==> config.mk <==
export PLATFORM = sky130hd
export DESIGN_NAME = binary_tx_flat
export DESIGN_NICKNAME = d
export VERILOG_FILES = /design/src/rtl/binary_tx_pkg.sv /design/src/rtl/binary_tx_if.sv /design/src/rtl/binary_tx_piso_shift.sv /design/src/rtl/binary_tx.sv /design/src/flat_wrapper.sv
export SDC_FILE = /design/constraint.sdc
export NUM_CORES = 1
export LEC_CHECK = 0
export ABC_CLOCK_PERIOD_IN_PS = 1800
export CAP_MARGIN = 10
export CORE_MARGIN = 2
export CORE_UTILIZATION = 49
export CTS_CLUSTER_DIAMETER = 200
export DETAILED_ROUTE_END_ITERATION = 8
export HOLD_SLACK_MARGIN = 0.15
export PLACE_DENSITY = 0.77
export SETUP_SLACK_MARGIN = 0.3
export SLEW_MARGIN = 40
export SYNTH_ARGS = -nofsm -noshare
export SYNTH_HDL_FRONTEND = slang
export SYNTH_SLANG_ARGS = --single-unit
==> constraint.sdc <==
create_clock -name clk -period 1.8 [get_ports clk]
set_clock_uncertainty 0.05 [all_clocks]
set_input_delay 0.36 -clock clk [delete_from_list [all_inputs] [get_ports clk]]
set_output_delay 0.36 -clock clk [all_outputs]
set_load 0.005 [all_outputs]
==> src/rtl/binary_tx_pkg.sv <==
`default_nettype none
// +----------------------------------------------------------------------------+
// | Module      : binary_tx_pkg                                                |
// | Description : Shared definitions for the binary_tx serial pattern          |
// |               transmitter: state width, binary state codes and a helper    |
// |               that picks the state following the data/parity bits.         |
// |               The optional parity feature is enabled by the                |
// |               BINARY_TX_PARITY_EN macro (see binary_tx.sv).                |
// | Revision    : 1.0 - initial release                                        |
// +----------------------------------------------------------------------------+
package binary_tx_pkg;

    localparam int STATE_W = 3;

    localparam logic [STATE_W-1:0] ST_IDLE   = 3'b000;
    localparam logic [STATE_W-1:0] ST_SHIFT  = 3'b001;
    localparam logic [STATE_W-1:0] ST_PARITY = 3'b010;
    localparam logic [STATE_W-1:0] ST_GAP    = 3'b011;
    localparam logic [STATE_W-1:0] ST_DONE   = 3'b100;

    // After the last payload bit the frame goes to GAP, unless the gap is
    // configured away, in which case DONE follows directly.
    function automatic logic [STATE_W-1:0] post_data_state(input int gap);
        return (gap > 0) ? ST_GAP : ST_DONE;
    endfunction

endpackage : binary_tx_pkg
`default_nettype wire

==> src/rtl/binary_tx_if.sv <==
`default_nettype none
// +----------------------------------------------------------------------------+
// | Module      : binary_tx_if                                                 |
// | Description : Handshake/serial bundle of the binary_tx transmitter.        |
// |               master : drives start/pattern, observes the serial side.     |
// |               slave  : the transmitter itself.                             |
// |   start   - request to send (accepted only while ready=1)                  |
// |   pattern - WIDTH-bit parallel data, sampled on acceptance                 |
// |   ready   - high only in IDLE                                              |
// |   w       - serial data to the detector, MSB first                         |
// |   w_valid - high while a data or parity bit is on w                        |
// |   done    - one-cycle pulse at frame end                                   |
// |   State   - current binary-encoded state                                   |
// | Revision    : 1.0 - initial release                                        |
// +----------------------------------------------------------------------------+
interface binary_tx_if
    import binary_tx_pkg::*;
#(
    parameter int WIDTH = 8
) ();

    logic               start;
    logic [WIDTH-1:0]   pattern;
    logic               ready;
    logic               w;
    logic               w_valid;
    logic               done;
    logic [STATE_W-1:0] State;

    modport master (
        output start,
        output pattern,
        input  ready,
        input  w,
        input  w_valid,
        input  done,
        input  State
    );

    modport slave (
        input  start,
        input  pattern,
        output ready,
        output w,
        output w_valid,
        output done,
        output State
    );

endinterface : binary_tx_if
`default_nettype wire

==> src/rtl/binary_tx_piso_shift.sv <==
`default_nettype none
// +----------------------------------------------------------------------------+
// | Module      : piso_shift                                                   |
// | Description : WIDTH-bit parallel-in / serial-out shift register.           |
// |               load has priority over shift; shifting moves left and fills  |
// |               with 0 so the MSB is always the next bit to send.            |
// |   clk   - rising-edge clock                                                |
// |   clr_n - asynchronous active-low clear                                    |
// |   load  - capture din                                                      |
// |   shift - shift left by one                                                |
// |   din   - parallel input                                                   |
// |   msb   - current most significant bit                                     |
// | Revision    : 1.0 - initial release                                        |
// +----------------------------------------------------------------------------+
module piso_shift #(
    parameter int WIDTH = 8
) (
    input  logic             clk,
    input  logic             clr_n,
    input  logic             load,
    input  logic             shift,
    input  logic [WIDTH-1:0] din,
    output logic             msb
);

    logic [WIDTH-1:0] r_shreg;

    always_ff @(posedge clk or negedge clr_n) begin
        if (!clr_n) begin
            r_shreg <= '0;
        end else if (load) begin
            r_shreg <= din;
        end else if (shift) begin
            r_shreg <= {r_shreg[WIDTH-2:0], 1'b0};
        end
    end

    assign msb = r_shreg[WIDTH-1];

endmodule : piso_shift
`default_nettype wire

==> src/rtl/binary_tx.sv <==
`default_nettype none
// +----------------------------------------------------------------------------+
// | Module      : binary_tx                                                    |
// | Description : Serial pattern transmitter feeding the binary-encoded        |
// |               sequence detector. A pattern captured on start&ready is      |
// |               shifted out MSB first on w, optionally followed by a parity  |
// |               bit, then GAP idle cycles and a one-cycle done pulse.        |
// |   clk   - rising-edge clock                                                |
// |   reset - asynchronous active-low reset                                    |
// |   bus   - binary_tx_if.slave (start, pattern, ready, w, w_valid, done,     |
// |           State)                                                           |
// | Parameters : WIDTH (2..32) pattern length, GAP (0..15) idle cycles.        |
// | Option      : BINARY_TX_PARITY_EN adds the PARITY state carrying the XOR   |
// |               of the captured pattern (even parity).                       |
// | Revision    : 1.0 - initial release                                        |
// +----------------------------------------------------------------------------+
module binary_tx
    import binary_tx_pkg::*;
#(
    parameter int WIDTH = 8,
    parameter int GAP   = 2
) (
    input  logic         clk,
    input  logic         reset,
    binary_tx_if.slave   bus
);

    localparam int                 c_cnt_w      = $clog2(WIDTH);
    localparam logic [c_cnt_w-1:0] c_last_bit   = c_cnt_w'(WIDTH - 1);
    localparam logic [c_cnt_w-1:0] c_cnt_one    = c_cnt_w'(1);
    // The gap counter runs GAP-1 .. 0 so GAP cycles are spent in GAP.
    localparam logic [3:0]         c_gap_load   = (GAP > 0) ? 4'(GAP - 1) : 4'd0;
    localparam logic [STATE_W-1:0] c_after_data = post_data_state(GAP);

    logic [STATE_W-1:0] r_state;
    logic [STATE_W-1:0] w_next;
    logic [c_cnt_w-1:0] r_bit_cnt;
    logic [3:0]         r_gap_cnt;
    logic               w_load;
    logic               w_shift;
    logic               w_msb;

    logic               w_ready;
    logic               w_w;
    logic               w_w_valid;
    logic               w_done;

    // ready is only high in IDLE, so start&ready reduces to start in IDLE.
    assign w_load  = (r_state == ST_IDLE) && bus.start;
    assign w_shift = (r_state == ST_SHIFT);

    piso_shift #(
        .WIDTH (WIDTH)
    ) u_piso_shift (
        .clk   (clk),
        .clr_n (reset),
        .load  (w_load),
        .shift (w_shift),
        .din   (bus.pattern),
        .msb   (w_msb)
    );

`ifdef BINARY_TX_PARITY_EN
    logic r_parity;

    // Parity is taken from the pattern at load so later pattern changes
    // cannot disturb the frame in flight.
    always_ff @(posedge clk or negedge reset) begin
        if (!reset) begin
            r_parity <= 1'b0;
        end else if (w_load) begin
            r_parity <= ^bus.pattern;
        end
    end
`endif

    // State register
    always_ff @(posedge clk or negedge reset) begin
        if (!reset) begin
            r_state <= ST_IDLE;
        end else begin
            r_state <= w_next;
        end
    end

    // Next-state logic; unused codes fall back to IDLE.
    always_comb begin
        w_next = r_state;
        case (r_state)
            ST_IDLE: begin
                if (bus.start) begin
                    w_next = ST_SHIFT;
                end
            end
            ST_SHIFT: begin
                if (r_bit_cnt == c_last_bit) begin
`ifdef BINARY_TX_PARITY_EN
                    w_next = ST_PARITY;
`else
                    w_next = c_after_data;
`endif
                end
            end
`ifdef BINARY_TX_PARITY_EN
            ST_PARITY: begin
                w_next = c_after_data;
            end
`endif
            ST_GAP: begin
                if (r_gap_cnt == 4'd0) begin
                    w_next = ST_DONE;
                end
            end
            ST_DONE: begin
                w_next = ST_IDLE;
            end
            default: begin
                w_next = ST_IDLE;
            end
        endcase
    end

    // Bit and gap counters
    always_ff @(posedge clk or negedge reset) begin
        if (!reset) begin
            r_bit_cnt <= '0;
            r_gap_cnt <= 4'd0;
        end else begin
            if (w_load) begin
                r_bit_cnt <= '0;
            end else if (w_shift) begin
                r_bit_cnt <= r_bit_cnt + c_cnt_one;
            end

            if ((r_state != ST_GAP) && (w_next == ST_GAP)) begin
                r_gap_cnt <= c_gap_load;
            end else if ((r_state == ST_GAP) && (r_gap_cnt != 4'd0)) begin
                r_gap_cnt <= r_gap_cnt - 4'd1;
            end
        end
    end

    // Output decode from registered state only.
    always_comb begin
        w_ready   = 1'b0;
        w_w       = 1'b0;
        w_w_valid = 1'b0;
        w_done    = 1'b0;
        case (r_state)
            ST_IDLE: begin
                w_ready = 1'b1;
            end
            ST_SHIFT: begin
                w_w       = w_msb;
                w_w_valid = 1'b1;
            end
`ifdef BINARY_TX_PARITY_EN
            ST_PARITY: begin
                w_w       = r_parity;
                w_w_valid = 1'b1;
            end
`endif
            ST_DONE: begin
                w_done = 1'b1;
            end
            default: begin
                w_ready = 1'b0;
            end
        endcase
    end

    assign bus.ready   = w_ready;
    assign bus.w       = w_w;
    assign bus.w_valid = w_w_valid;
    assign bus.done    = w_done;
    assign bus.State   = r_state;

endmodule : binary_tx
`default_nettype wire

==> src/flat_wrapper.sv <==
// flat-port wrapper written by rule: the top's interface ports become plain ports
module binary_tx_flat import binary_tx_pkg::*;
#(
    parameter int WIDTH = 8,
    parameter int GAP   = 2
)
  (clk, reset, bus_start, bus_pattern, bus_ready, bus_w, bus_w_valid, bus_done, bus_State);
  binary_tx_if #(.WIDTH(WIDTH)) bus_i ();
  input  logic clk;
  input  logic reset;
  input wire logic [$bits(bus_i.start)-1:0] bus_start;
  input wire logic [$bits(bus_i.pattern)-1:0] bus_pattern;
  output wire logic [$bits(bus_i.ready)-1:0] bus_ready;
  output wire logic [$bits(bus_i.w)-1:0] bus_w;
  output wire logic [$bits(bus_i.w_valid)-1:0] bus_w_valid;
  output wire logic [$bits(bus_i.done)-1:0] bus_done;
  output wire logic [$bits(bus_i.State)-1:0] bus_State;
  assign bus_i.start = bus_start;
  assign bus_i.pattern = bus_pattern;
  assign bus_ready = bus_i.ready;
  assign bus_w = bus_i.w;
  assign bus_w_valid = bus_i.w_valid;
  assign bus_done = bus_i.done;
  assign bus_State = bus_i.State;
  binary_tx #(.WIDTH(WIDTH), .GAP(GAP)) u_core (.clk(clk), .reset(reset), .bus(bus_i));
endmodule
[Word level (Yosys, flattened, before mapping)]
Index checks and enable logic that the tools add are counted.
Operators by class
  $add $sub $neg: 2
  reductions and logical operators: 8
  muxes and demuxes: 14
  equality and inequality tests: 6
Operators by type and width (number)
  $mux W8: 2
  $mux W3: 5
  $pmux W3 S3: 1
  $mux W4: 2
  $eq A3 B2 Y1 const B: 2
  $eq A3 B3 Y1 const B: 2
  $logic_not A4 Y1: 1
  $mux W1: 4
  $reduce_bool A2 Y1: 2
  $reduce_bool A4 Y1: 1
  $sub A4 B1 Y4 const B: 1
  $add A3 B1 Y3 const B: 1
  $eq A3 B1 Y1 const B: 1
  $logic_and A1 B1 Y1: 3
  $logic_not A3 Y1: 1
  $ne A3 B2 Y1 const B: 1
Storage, ports and cells
  register bits after elaboration: 18
  output and inout bits: 7

[Longest topological paths before layout]
  depth in word-level cells: 6
  mapped depth: 5
  gate-level depth less buffers: 5

[By module]
Synthesis repeated with hierarchy kept, for this count alone.
Unflattened totals
  cell total of the unflattened synthesis: 81
  area total of the unflattened synthesis: 883.3 µm²
Modules (own cells, without submodules)
  binary_tx: cells an instance 47, instances 1, area each 514.2 µm², sequential area each 250.2 µm²
  piso_shift: cells an instance 34, instances 1, area each 369.1 µm², sequential area each 200.2 µm²

[Worst setup path before layout]
No wires, ideal clock.
  kind: register to register
  start: register u_core.r_gap_cnt[0]
  end: register u_core.r_gap_cnt[1]
  buffers on the path: 0
  arrival: 1.359 ns
  path slack: 0.287 ns
  library setup time: 0.104 ns
  stages on the path, launching flop included: 6
  required time: 1.646 ns
  cell sequence: dfrtp_1 -> inv_1 -> ha_1 -> or3b_1 -> and3_1 -> a221oi_1
Between the ends
  longest elaborated chain between the ends: 6
  elaborated cells between the ends (all ways): 11
RTL lines
  start: declaration: line binary_tx.sv:38  | logic [3:0] r_gap_cnt;
  start signal: assignment: line binary_tx.sv:136  | r_gap_cnt <= c_gap_load;
  start signal: assignment: line binary_tx.sv:138  | r_gap_cnt <= r_gap_cnt - 4'd1;
  $logic_not A4 Y1: line binary_tx.sv:110  | if (r_gap_cnt == 4'd0) begin
  $mux W3: line binary_tx.sv:110
  $pmux W3 S3: line binary_tx.sv:89  | case (r_state)
  $eq A3 B2 Y1: line binary_tx.sv:135  | if ((r_state != ST_GAP) && (w_next == ST_GAP)) begin
  $logic_and A1 B1 Y1: line binary_tx.sv:135
  $mux W4 or $reduce_bool A2 Y1 (tied branches)
Parallel ways exist; a longest one is shown, timed or not. The select of a mux whose other input is x is not followed.
A chain may end at the register's enable or synchronous reset.

[Final worst setup path]
  start: register u_core.r_state[0] (netlist: u_core.bus.State[0])
  end: output port bus_w
Between the ends
  longest elaborated chain between the ends: 2
RTL lines
  start: declaration: line binary_tx.sv:35  | logic [STATE_W-1:0] r_state;
  start signal: assignment: line binary_tx.sv:82  | r_state <= w_next;
  $eq A3 B1 Y1: line binary_tx.sv:149  | case (r_state)
  $mux W1: line binary_tx.sv:149
  end: declaration: line flat_wrapper.sv:14  | output wire logic [$bits(bus_i.w)-1:0] bus_w;
Every way passes these cells.

==> run_results.csv <==
group,metric,value,unit
layout,n_antenna_cell,0,
placement,gp_congestion,0.715,
route,drt_iter0_markers,10,
worst_hold_path,hold_path_class,"input pin to async pin",
worst_setup_path,crit_chain,"buf_6 -> nor3b_4 -> and2_4 -> buf_6",
job,maxCapViolCount,0,
route,dr.pass1.iters,4,
route,dr_wl_met2,1190,microns
worst_setup_path,crit_fanout,4,
clock_tree,cts_buffers,3,
synthesis,syn_inst,75,
route,vias_per_cell,5.46,
synthesis,yosys.area.top_type,"dfrtp_1",
pwr,p_sw,0.912,mW
floorplanning,die_y,46.7,microns
sta,rsz0062_at_grt,"true",
layout,area_growth,53.8,%
global_route,antenna_found_initial,0,
clock_tree,cts.sinks,18,
worst_setup_path,critPathKind,"register to output pin",
route,met3_length,134,microns
synthesis,ys_types,30,
global_route,grt_util_all_layers,0.215,
sta,tns,0,ps
synthesis,synth_edf_count,0,
worst_setup_path,slowest_stage,"dfrtp_2",
floorplanning,core,0.00173,sq mm
worst_setup_path,critical-path-max-stage-delay,400,ps
clock_tree,clockBufferDepth,2,
layout,fin_cells,142,
synthesis,synthTopCellsByCount,"dfrtp_1, a21o_1, a22o_2",
worst_setup_path,regToRegSetupSlack,110,ps
synthesis,yosysMostFrequentCell,"dfrtp_1",
layout,drive_gt1_frac,0.521,
worst_setup_path,required,1390,ps
worst_setup_path,r2r_start,"u_core.bus.State[1]",
worst_setup_path,cp-start-kind,"register",
pwr,swShare,0.369,
worst_setup_path,crit_buf_inv,2,
route,ant_nets,0,
worst_setup_path,r2r-end,"u_core.u_piso_shift.r_shreg[6]",
sta,fin_crit_sh,0.948,
pwr,max-vdd-ir-drop,1070,uV
placement,place_hpwl,1260,microns
route,wl_per_cell,16.4,microns
clock_tree,root_buffer,"clkbuf_4",
floorplanning,die_x,46.7,microns
synthesis,ys_ff_latch,18,
synthesis,syn_area_per_cell,11.9,sq um
outcome,status,"finished clean",
route,vias,776,
global_route,grt_start_max_net_pins,19,
placement,port_buffers,17,
pwr,power_density,1800,mW/mm^2
sta,final_hold_viol_count,0,
synthesis,synth_warnings,0,
pwr,internal_power,1.56,mW
synthesis,ys.flop_type,"dfrtp_1",
floorplanning,die-area,0.00218,sq mm
worst_setup_path,cp_top_family,"simple AND/OR/NAND/NOR gates",
placement,dp_slack,70.8,ps
sta,period_needed,1710,ps
worst_setup_path,crit_path_end,"bus_w",
layout,nFillCells,112,
pwr,p_clk_frac,0.102,
route,drc,0,
worst_setup_path,crit_path_end_kind,"output pin",
worst_setup_path,r2r_cells,7,
layout,nets,132,
pwr,power.leakage,0.678,nW
floorplanning,pin_count,18,
worst_setup_path,crit_cells,4,
global_route,grt_pass1_vias,698,
route,routed_wl,2330,microns
sta,slew_headroom,0.780,
pwr,comb_power_share,0.608,
sta,worst_slew_pin_slew,329,ps
pwr,total_power,2.47,mW
clock_tree,h-tree-depth,1,
clock_tree,clkTransAtPathRegs,110,ps
synthesis,synthArstFlopShare,1.00,
sta,max_freq,586,MHz
pwr,pwr-share-seq,0.290,
floorplanning,initial_core_util,0.518,
synthesis,syn_area,895,sq um
clock_tree,cts_tree,"done",
sta,setup_slack,93.8,ps
global_route,grt.overflow.total,0,
clock_tree,hold_buffers,0,
sta,setup_viol,0,
clock_tree,clk_latency,290,ps
worst_setup_path,startpoint,"u_core.bus.State[0]",
route,top_layer,"met4",
synthesis,synth_top_area_share,0.503,
floorplanning,row_count,15,
sta,drv_slew,0,
worst_setup_path,path_common_cell,"buf_6",
global_route,grt_pass1_wl,3230,microns
route,m1WireLength,993,microns
synthesis,syn_nets,89,
synthesis,ys_seq_area_frac,0.503,
synthesis,synth.area.top_cells,"dfrtp_1, a22o_2, a21o_1",
placement,dp_cells,122,
worst_setup_path,cp.arrival,1300,ps
## stage by stage
stage	utilization	hold slack [ps]	area, sq um
after floorplan	-	14.4	898
after global placement	0.657	403	1130
after detailed placement	0.657	420	1130
after CTS	0.743	335	1280
after global routing	0.797	338	1380
final	0.797	328	1380
## sequential cells by signal (all words and copies together) (netlist names)
register / count
u_core.r_gap_cnt: 4
u_core.u_piso_shift.r_shreg: 8
u_core.r_bit_cnt: 3
u_core.bus.State: 3
## cell families after synthesis
| group | share of synthesized area |
|---|---|
| mux | 0.0224 |
| buf+inv | 0.0336 |
| simple gates | 0.194 |
| compound gates | 0.194 |
| xor+xnor | 0.00979 |
| fa+ha+maj | 0.0420 |
| flops | 0.503 |
## area by class of cell
class | count | area, sq um | area share
inverter | 3 | 11.3 | 0.00818
clock buffer | 4 | 36.3 | 0.0264
tap | 25 | 31.3 | 0.0227
sequential | 18 | 452 | 0.328
timing repair buffer | 40 | 357 | 0.259
multi-input combinational | 52 | 489 | 0.355
## layer usage
metal	track usage	vias up
met5	0	-
met4	0.0500	0
met3	0.0346	2
met2	0.347	30
met1	0.309	382
li1	-	362
## power groups by stage
stage	Clock (mW)	Sequential, mW	Combinational, mW
after CTS	0.252	0.700	1.27
after detailed placement	0	0.705	1.05
after global routing	0.272	0.733	1.61
final	0.252	0.718	1.50
after global placement	0	0.690	1.01
after floorplan	0	0.711	0.675
## how the worst min path moves through the flow
stage	from	to	slack [ps]	cells past startpoint
global placement	u_core.u_piso_shift.r_shreg[7]	u_core.u_piso_shift.r_shreg[7]	400	1
global route	reset	u_core.r_gap_cnt[0]	340	2
CTS	reset	u_core.r_gap_cnt[0]	330	2
floorplan	reset	u_core.bus.State[0]	10	0
finish	reset	u_core.r_gap_cnt[1]	330	2
detailed placement	u_core.u_piso_shift.r_shreg[2]	u_core.u_piso_shift.r_shreg[2]	420	1
## placed cells by master (no fill, tap or decap), types with 2 or more instances in the layout
| cell type | n |
|---|---|
| buf_6 | 11 |
| clkdlybuf4s50_1 | 10 |
| nand2_1 | 2 |
| ha_1 | 2 |
| mux2i_1 | 2 |
| nand2_2 | 2 |
| a21o_1 | 7 |
| dfrtp_1 | 17 |
| buf_2 | 3 |
| clkbuf_2 | 2 |
| inv_2 | 2 |
| nor2_1 | 2 |
| clkbuf_4 | 3 |
| a22o_2 | 7 |
| buf_4 | 13 |
| nor2_2 | 3 |
## timing repair
item                                    in CTS  in global routing
gates resized for setup                     33                 22
endpoints found under the setup margin      15                 22
buffers inserted                            12                  3
gates cloned                                 0                  1
pin swaps                                   12                 12
Note: power is estimated with default switching activity, not from simulation.
